[src/rtl/pipe_sched.sv]
// pipe_sched: round-robin issue of per-channel samples into one shared fixed-latency stage,
// with channel tags re-attached to the stage results. Optional sticky tag check: PIPE_SCHED_ERR_EN.
module pipe_sched #(
  parameter int NCH     = 4,
  parameter int CHW     = 2,
  parameter int LATENCY = 9
) (
  input  logic              clk,
  input  logic              rst,
  input  logic [NCH-1:0]    req,
  input  logic [32*NCH-1:0] req_sample,
  output logic [NCH-1:0]    ack,
  output logic [NCH-1:0]    overrun,
  output logic              stage_en,
  output logic [31:0]       stage_sample,
  input  logic              stage_ready,
  input  logic              stage_valid,
  input  logic [31:0]       stage_result,
  output logic              out_valid,
  output logic [CHW-1:0]    out_ch,
  output logic [31:0]       out_sample,
  output logic              err
);

  logic [NCH-1:0] pend_reg, pend_next;
  logic [NCH-1:0] overrun_reg, overrun_next;
  logic [NCH-1:0] ack_reg;
  logic [31:0]    hold_reg [NCH];
  logic [CHW-1:0] ptr_reg;
  logic           stage_en_reg;
  logic [CHW-1:0] en_ch_reg;
  logic [31:0]    stage_sample_reg;
  logic [LATENCY-1:0] tag_v_reg;
  logic [CHW-1:0] tag_ch_reg [LATENCY];
  logic           out_valid_reg;
  logic [CHW-1:0] out_ch_reg;
  logic [31:0]    out_sample_reg;

  logic           grant_v;
  logic [CHW-1:0] grant_ch;
  logic [NCH-1:0] grant_oh;

  // Two passes give "first pending at or above ptr, else first pending below ptr".
  always_comb begin
    grant_v  = 1'b0;
    grant_ch = '0;
    if (stage_ready) begin
      for (int j = 0; j < NCH; j++) begin
        if (!grant_v && pend_reg[j] && (j >= int'(ptr_reg))) begin
          grant_v  = 1'b1;
          grant_ch = CHW'(j);
        end
      end
      for (int j = 0; j < NCH; j++) begin
        if (!grant_v && pend_reg[j] && (j < int'(ptr_reg))) begin
          grant_v  = 1'b1;
          grant_ch = CHW'(j);
        end
      end
    end
  end

  // A new request always wins over the grant clear, so pend stays set on a same-edge grant.
  for (genvar gi = 0; gi < NCH; gi++) begin : g_chan
    assign grant_oh[gi]     = grant_v && (grant_ch == CHW'(gi));
    assign pend_next[gi]    = req[gi] | (pend_reg[gi] & ~grant_oh[gi]);
    assign overrun_next[gi] = overrun_reg[gi] | (req[gi] & pend_reg[gi] & ~grant_oh[gi]);
  end

  always_ff @(posedge clk) begin
    if (rst) begin
      pend_reg         <= '0;
      overrun_reg      <= '0;
      ack_reg          <= '0;
      ptr_reg          <= '0;
      stage_en_reg     <= 1'b0;
      en_ch_reg        <= '0;
      stage_sample_reg <= '0;
      for (int c = 0; c < NCH; c++) hold_reg[c] <= '0;
    end else begin
      pend_reg     <= pend_next;
      overrun_reg  <= overrun_next;
      ack_reg      <= grant_oh;
      stage_en_reg <= grant_v;
      for (int c = 0; c < NCH; c++)
        if (req[c]) hold_reg[c] <= req_sample[32*c +: 32];
      if (grant_v) begin
        en_ch_reg        <= grant_ch;
        stage_sample_reg <= hold_reg[grant_ch];
        ptr_reg          <= (grant_ch == CHW'(NCH-1)) ? '0 : grant_ch + 1'b1;
      end
    end
  end

  // Tag line is fed from the registered issue so its tail lines up with stage_valid.
  always_ff @(posedge clk) begin
    if (rst) begin
      tag_v_reg <= '0;
      for (int i = 0; i < LATENCY; i++) tag_ch_reg[i] <= '0;
    end else begin
      tag_v_reg[0]  <= stage_en_reg;
      tag_ch_reg[0] <= en_ch_reg;
      for (int i = 1; i < LATENCY; i++) begin
        tag_v_reg[i]  <= tag_v_reg[i-1];
        tag_ch_reg[i] <= tag_ch_reg[i-1];
      end
    end
  end

  always_ff @(posedge clk) begin
    if (rst) begin
      out_valid_reg  <= 1'b0;
      out_ch_reg     <= '0;
      out_sample_reg <= '0;
    end else begin
      out_valid_reg <= stage_valid & tag_v_reg[LATENCY-1];
      if (stage_valid && tag_v_reg[LATENCY-1]) begin
        out_ch_reg     <= tag_ch_reg[LATENCY-1];
        out_sample_reg <= stage_result;
      end
    end
  end

`ifdef PIPE_SCHED_ERR_EN
  logic err_reg;
  always_ff @(posedge clk) begin
    if (rst) err_reg <= 1'b0;
    else if (stage_valid != tag_v_reg[LATENCY-1]) err_reg <= 1'b1;
  end
  assign err = err_reg;
`else
  assign err = 1'b0;
`endif

  assign ack          = ack_reg;
  assign overrun      = overrun_reg;
  assign stage_en     = stage_en_reg;
  assign stage_sample = stage_sample_reg;
  assign out_valid    = out_valid_reg;
  assign out_ch       = out_ch_reg;
  assign out_sample   = out_sample_reg;

endmodule

[config.mk]
export PLATFORM = sky130hd
export DESIGN_NAME = pipe_sched
export DESIGN_NICKNAME = d
export VERILOG_FILES = /design/src/rtl/pipe_sched.sv
export SDC_FILE = /design/constraint.sdc
export NUM_CORES = 1
export LEC_CHECK = 0
export ABC_AREA = 1
export CAP_MARGIN = 20
export CORE_ASPECT_RATIO = 2
export CORE_MARGIN = 1.5
export CORE_UTILIZATION = 40
export CTS_BUF_LIST = sky130_fd_sc_hd__clkbuf_4 sky130_fd_sc_hd__clkbuf_8
export CTS_CLUSTER_DIAMETER = 80
export DETAILED_ROUTE_END_ITERATION = 7
export PLACE_DENSITY = 0.66
export SLEW_MARGIN = 25
export SYNTH_ARGS = -nofsm -noshare
export SYNTH_HDL_FRONTEND = slang
export SYNTH_SLANG_ARGS = --single-unit
export TNS_END_PERCENT = 1
[constraint.sdc]
create_clock -name clk -period 2.98 [get_ports clk]
set_input_delay 0.894 -clock clk [delete_from_list [all_inputs] [get_ports clk]]
set_output_delay 0.894 -clock clk [all_outputs]
set_load 0.005 [all_outputs]
* Word level (Yosys, flattened, before mapping)
Memories as Yosys holds them, arrays and structs flattened. A register that Yosys moved wholly into a read port is not among the register bits.
Index checks and enable logic that the tools add are counted.
** Cells by class
- $lt $le $gt $ge :: 6
- Multiplexer cells :: 50
- $add $sub $neg :: 1
- Eq/ne operators :: 3
- Bitwise gates (word level) :: 38
- Reduce and logical (&&, ||, !) cells :: 24
** Operator list (number)
- 2-to-1 mux 32 bit :: 4
- 2-to-1 mux 2 bit :: 16
- 2-to-1 mux 1 bit :: 30
- OR 1 bit :: 21
- logical AND 1 bit :: 17
- AND 1 bit :: 13
- logical NOT 1 bit :: 6
- == test 2 bit, second input constant :: 2
- >= comparator 1 x 2 -> 1 bit, first input constant :: 2
- less-than comparator 1 x 2 -> 1 bit, first input constant :: 2
- NOT 1 bit :: 4
- adder 2 x 1 -> 2 bit, second input constant :: 1
- == test 2 x 1 -> 1 bit, second input constant :: 1
- >= comparator 2 bit, first input constant :: 1
- logical NOT 2 bit :: 1
- less-than comparator 2 bit, first input constant :: 1
** Storage, ports and cells
- Memories kept :: 2
- Logic and storage cells :: 133
- Bits in registers :: 59
- Bits in writable memories :: 146
** Memory list
- hold_reg :: depth 4, bits a word 32, rd ports 1, clocked after Yosys merged registers in 1, wr ports 4, RTL line 28 : logic [31:0] hold_reg [NCH];
- tag_ch_reg :: depth 9, bits a word 2, rd ports 9, clocked after Yosys merged registers in 1, wr ports 9, RTL line 34 : logic [CHW-1:0] tag_ch_reg [LATENCY];

* Depth between registers and ports, before layout
- Word-level depth :: 38
- Depth in mapped cells :: 14

* Worst setup path after synthesis
Ideal clock, no wire load.
- Path type :: input to register
- From :: input port rst
- To :: memory hold_reg[0][0] (enable)
- Arrival :: 1.909 ns
- Path slack :: 0.697 ns
- Stages on the path :: 3
- Required time :: 2.605 ns
- Library setup time :: 0.375 ns
- Buffers on the path :: 2
- Path through :: clkbuf_1 clkbuf_1 or2_2
** RTL lines
- start, declared :: RTL line 9 : input logic rst,
- end, declared :: RTL line 28

* Final worst setup path
- From :: register stage_sample_reg[19] (netlist: stage_sample[19]) (read register of hold_reg)
- To :: output port stage_sample[19]
** RTL lines
- start, declared :: RTL line 32 : logic [31:0] stage_sample_reg;
- end, declared :: RTL line 15 : output logic [31:0] stage_sample,
No word-level cell between the ends.

==> impl_metrics.toml <==
[detailed_routing]
dr.pass1.iters = 4
wire_per_inst_microns = 15.1
drc = 0
ant_nets = 0
vias = 8356
viasPerCell = 4.53
drt_iter0_drc = 359
finalWirelength_microns = 27800

[sta]
rsz0062_at_grt = "no"
relSlewSlack_pct = 42.3
setup_violations = 0
worstMarginPinSlew_ns = 0.861
clock.fmax_ghz = 0.428
clock_skew_ns = 0.0187
fin_ws_ns = 0.646
period_share_pct = 78.3
final.min_clock_period_ns = 2.33
hold_violations = 0
maxSlewViolCount = 0
tns_ns = 0

[power]
p_clk_share_pct = 34.4
peakVddDrop_v = 0.000322
p_int_mw = 5.67
p_per_area_nw_per_um2 = 554
power_switching_share_pct = 25.7
p_seq_share_pct = 49.6
p_leak_nw = 6.36
comb_power_share_pct = 16.0
power_mw = 7.63
p_switching_mw = 1.96

[clocking]
cts_buffers = 35
holdBufCountCts = 0
cts_root_buf = "clkbuf_8"
max-clock-path-buffers = 3
insertion_delay_ns = 0.52
clk_pin_slew_ns = 0.07
cts.htree.levels = 2
cts_tree = "yes"
cts.sinks = 239
cts_resized = 0
post_cts_buffers = 0

[cells_and_area]
fill_cells = 2410
largest_reg_flops = 128
final_cells = 1844
layout.nets = 1652
synthToLayoutAreaGrowth_pct = 33.2
layout-drive-gt1-share_pct = 6.06

[setup_path]
cp_cell_sequence = "clkdlybuf4s50_1"
criticalPathCategory = "reg2out"
required_ns = 2.09
timing.reg2reg.setup_slack_ns = 1.02
max_stage_delay_ns = 0.52
cp_top_family = "buffers and inverters"
path_buf_inv = 1
worst_r2r_endpoint = "pend_reg[1]"
cp-start-kind = "flip-flop"
worstRegToRegCells = 11
setup.worst_path.end_class = "output pin"
arrival_ns = 1.44
cp_max_fo = 2
rr_startpoint = "ptr_reg[0]"
cp_slowest_cell = "clkdlybuf4s50_1"

[yosys]
syn_nets = 1415
synth_top_area_share_pct = 37.2
syn_area_sq_um = 10300
synth.largest_area_cell = "edfxtp_1"
synth_area_leaders = "edfxtp_1, dfxtp_1, inv_1"
ys_warn_count = 0
yosysUniqueCellTypes = 25
postSynthAreaPerCell_sq_um = 8.32
postSynthCellCount = 1243
synth.ff_latch_count = 239
yosysSeqAreaShare_pct = 58.7

[die]
core_sq_um = 25500
floorplan.rows = 83
die-width_microns = 117
die_h_microns = 230
die_area_sq_um = 26900
io-pin-count = 245
initial_core_util_pct = 40.5

[place]
portBuffers = 243
hpwl_microns = 20100
gp_congestion = 0.854
dpl.cell_count = 1783
pre_cts_ws_ns = 0.347

[hold_path]
hold_class = "reg2reg"
hold_depth = 2
hold_start = "tag_ch_reg[6][1]"
hold-path-endpoint = "tag_ch_reg[7][1]"

[run]
maxCapViolations = 0

[status]
status = "complete, no violations"

[grt]
grt_pass1_vias = 8332
grt_pass1_wl_microns = 41900
grt_util_all_layers_pct = 20.9
grt-ovfl-total = 0
antenna_found_initial = 2
grt_max_degree = 65
## worst reg2reg max path, stage by stage, from the launching register on
cell	delay, ns
dfxtp_1	0.36
nand2_1	0.10
nand2_1	0.08
nand2_1	0.05
nand3_1	0.10
nand2_1	0.13
nand2_1	0.08
buf_4	0.34
ha_1	0.21
inv_1	0.04
o21ai_0	0.20
o21ai_0	0.11
## cell type report
class	instances	area [sq um]	share of cell area (%)
antenna	2	5.00	0.0363
clock buffer	50	626	4.54
clock inverter	9	65.1	0.472
inverter	298	1120	8.12
multi-input combinational	641	2830	20.5
sequential	239	6070	44.0
tap	340	425	3.09
timing repair buffer	265	2640	19.2
## cell families (layout without fill, tap and decap cells)
group                      after synthesis  after routing  synth area share (%)
AOI/OAI and AO/OA                       53             53                  2.71
adders and majority gates                4              4                 0.484
buffers and inverters                  363            622                  14.0
DFF                                    239            239                  58.7
other                                    1              3                0.0363
and+or+nand+nor                        583            583                  24.1
## metal layers
layer | wire [microns] | up-vias | part of all wire [%] | track usage [%]
met2 | 15100 | 286 | 54 | 39.8
met5 | 0 | - | 0 | 0
li1 | - | 4221 | - | -
met3 | 1610 | 83 | 5.8 | 3.41
met1 | 9180 | 3766 | 33 | 19.5
met4 | 1940 | 0 | 7.0 | 14.2
## through the flow
step / util, % / area, sq um / hold slack, ns
2_1_floorplan: - / 10300 / 0.388
3_3_place_gp: 51.2 / 13100 / 0.390
3_5_place_dp: 51.2 / 13100 / 0.395
4_1_cts: 53.9 / 13800 / 0.395
5_1_grt: 53.9 / 13800 / 0.423
6_report: 53.9 / 13800 / 0.400
## power by group through the flow
| stage | logic [mW] | registers [mW] | clock network [mW] |
|---|---|---|---|
| global placement | 1.21 | 3.85 | 0 |
| detailed placement | 1.23 | 3.86 | 0 |
| CTS | 1.23 | 3.79 | 2.70 |
| floorplan | 0.645 | 3.83 | 0 |
| finish | 1.22 | 3.79 | 2.63 |
| global route | 1.35 | 3.80 | 2.80 |
## placed cells by master (no fill, tap or decap)
cell type	synthesis	layout
o21ai_1	2	2
a21oi_1	1	1
inv_2	2	2
buf_2	13	2
o22ai_1	1	1
edfxtp_1	128	128
buf_4	10	18
clkinv_2	0	4
ha_1	4	4
conb_1	1	1
nand3_1	131	131
clkbuf_8	0	40
clkinv_1	1	5
a21oi_2	3	3
o211ai_1	1	1
clkbuf_4	0	10
o21ai_0	45	45
or2_2	4	4
nand2_1	118	117
dfxtp_1	111	111
nand3b_1	32	32
buf_12	0	4
clkdlybuf4s50_1	0	241
nand2_2	2	3
bufinv_16	0	1
inv_1	295	295
nor2_1	294	294
diode_2	0	2
nand4_1	2	2
## synth_stat cells (all sizes together)
| cell | instances |
|---|---|
| o22ai | 1 |
| nand4 | 2 |
| a21oi | 4 |
| inv | 297 |
| edfxtp | 128 |
| conb | 1 |
| nand3b | 32 |
| clkbuf | 37 |
| nor2 | 294 |
| nand3 | 131 |
| or2 | 4 |
| ha | 4 |
| buf | 28 |
| o21ai | 47 |
| o211ai | 1 |
| nand2 | 120 |
| dfxtp | 111 |
| clkinv | 1 |
## how the worst max path moves through the flow
stage	start	to	slack (ns)	cells past startpoint
floorplan	rst	hold_reg[0][0]	0.70	3
global route	stage_sample[8]	stage_sample[8]	0.60	1
finish	stage_sample[19]	stage_sample[19]	0.65	1
CTS	stage_sample[31]	stage_sample[31]	0.63	1
detailed placement	stage_valid	out_sample[18]	0.35	5
global placement	stage_valid	out_ch[0]	0.40	5
Note: power is estimated with default switching activity, not from simulation.
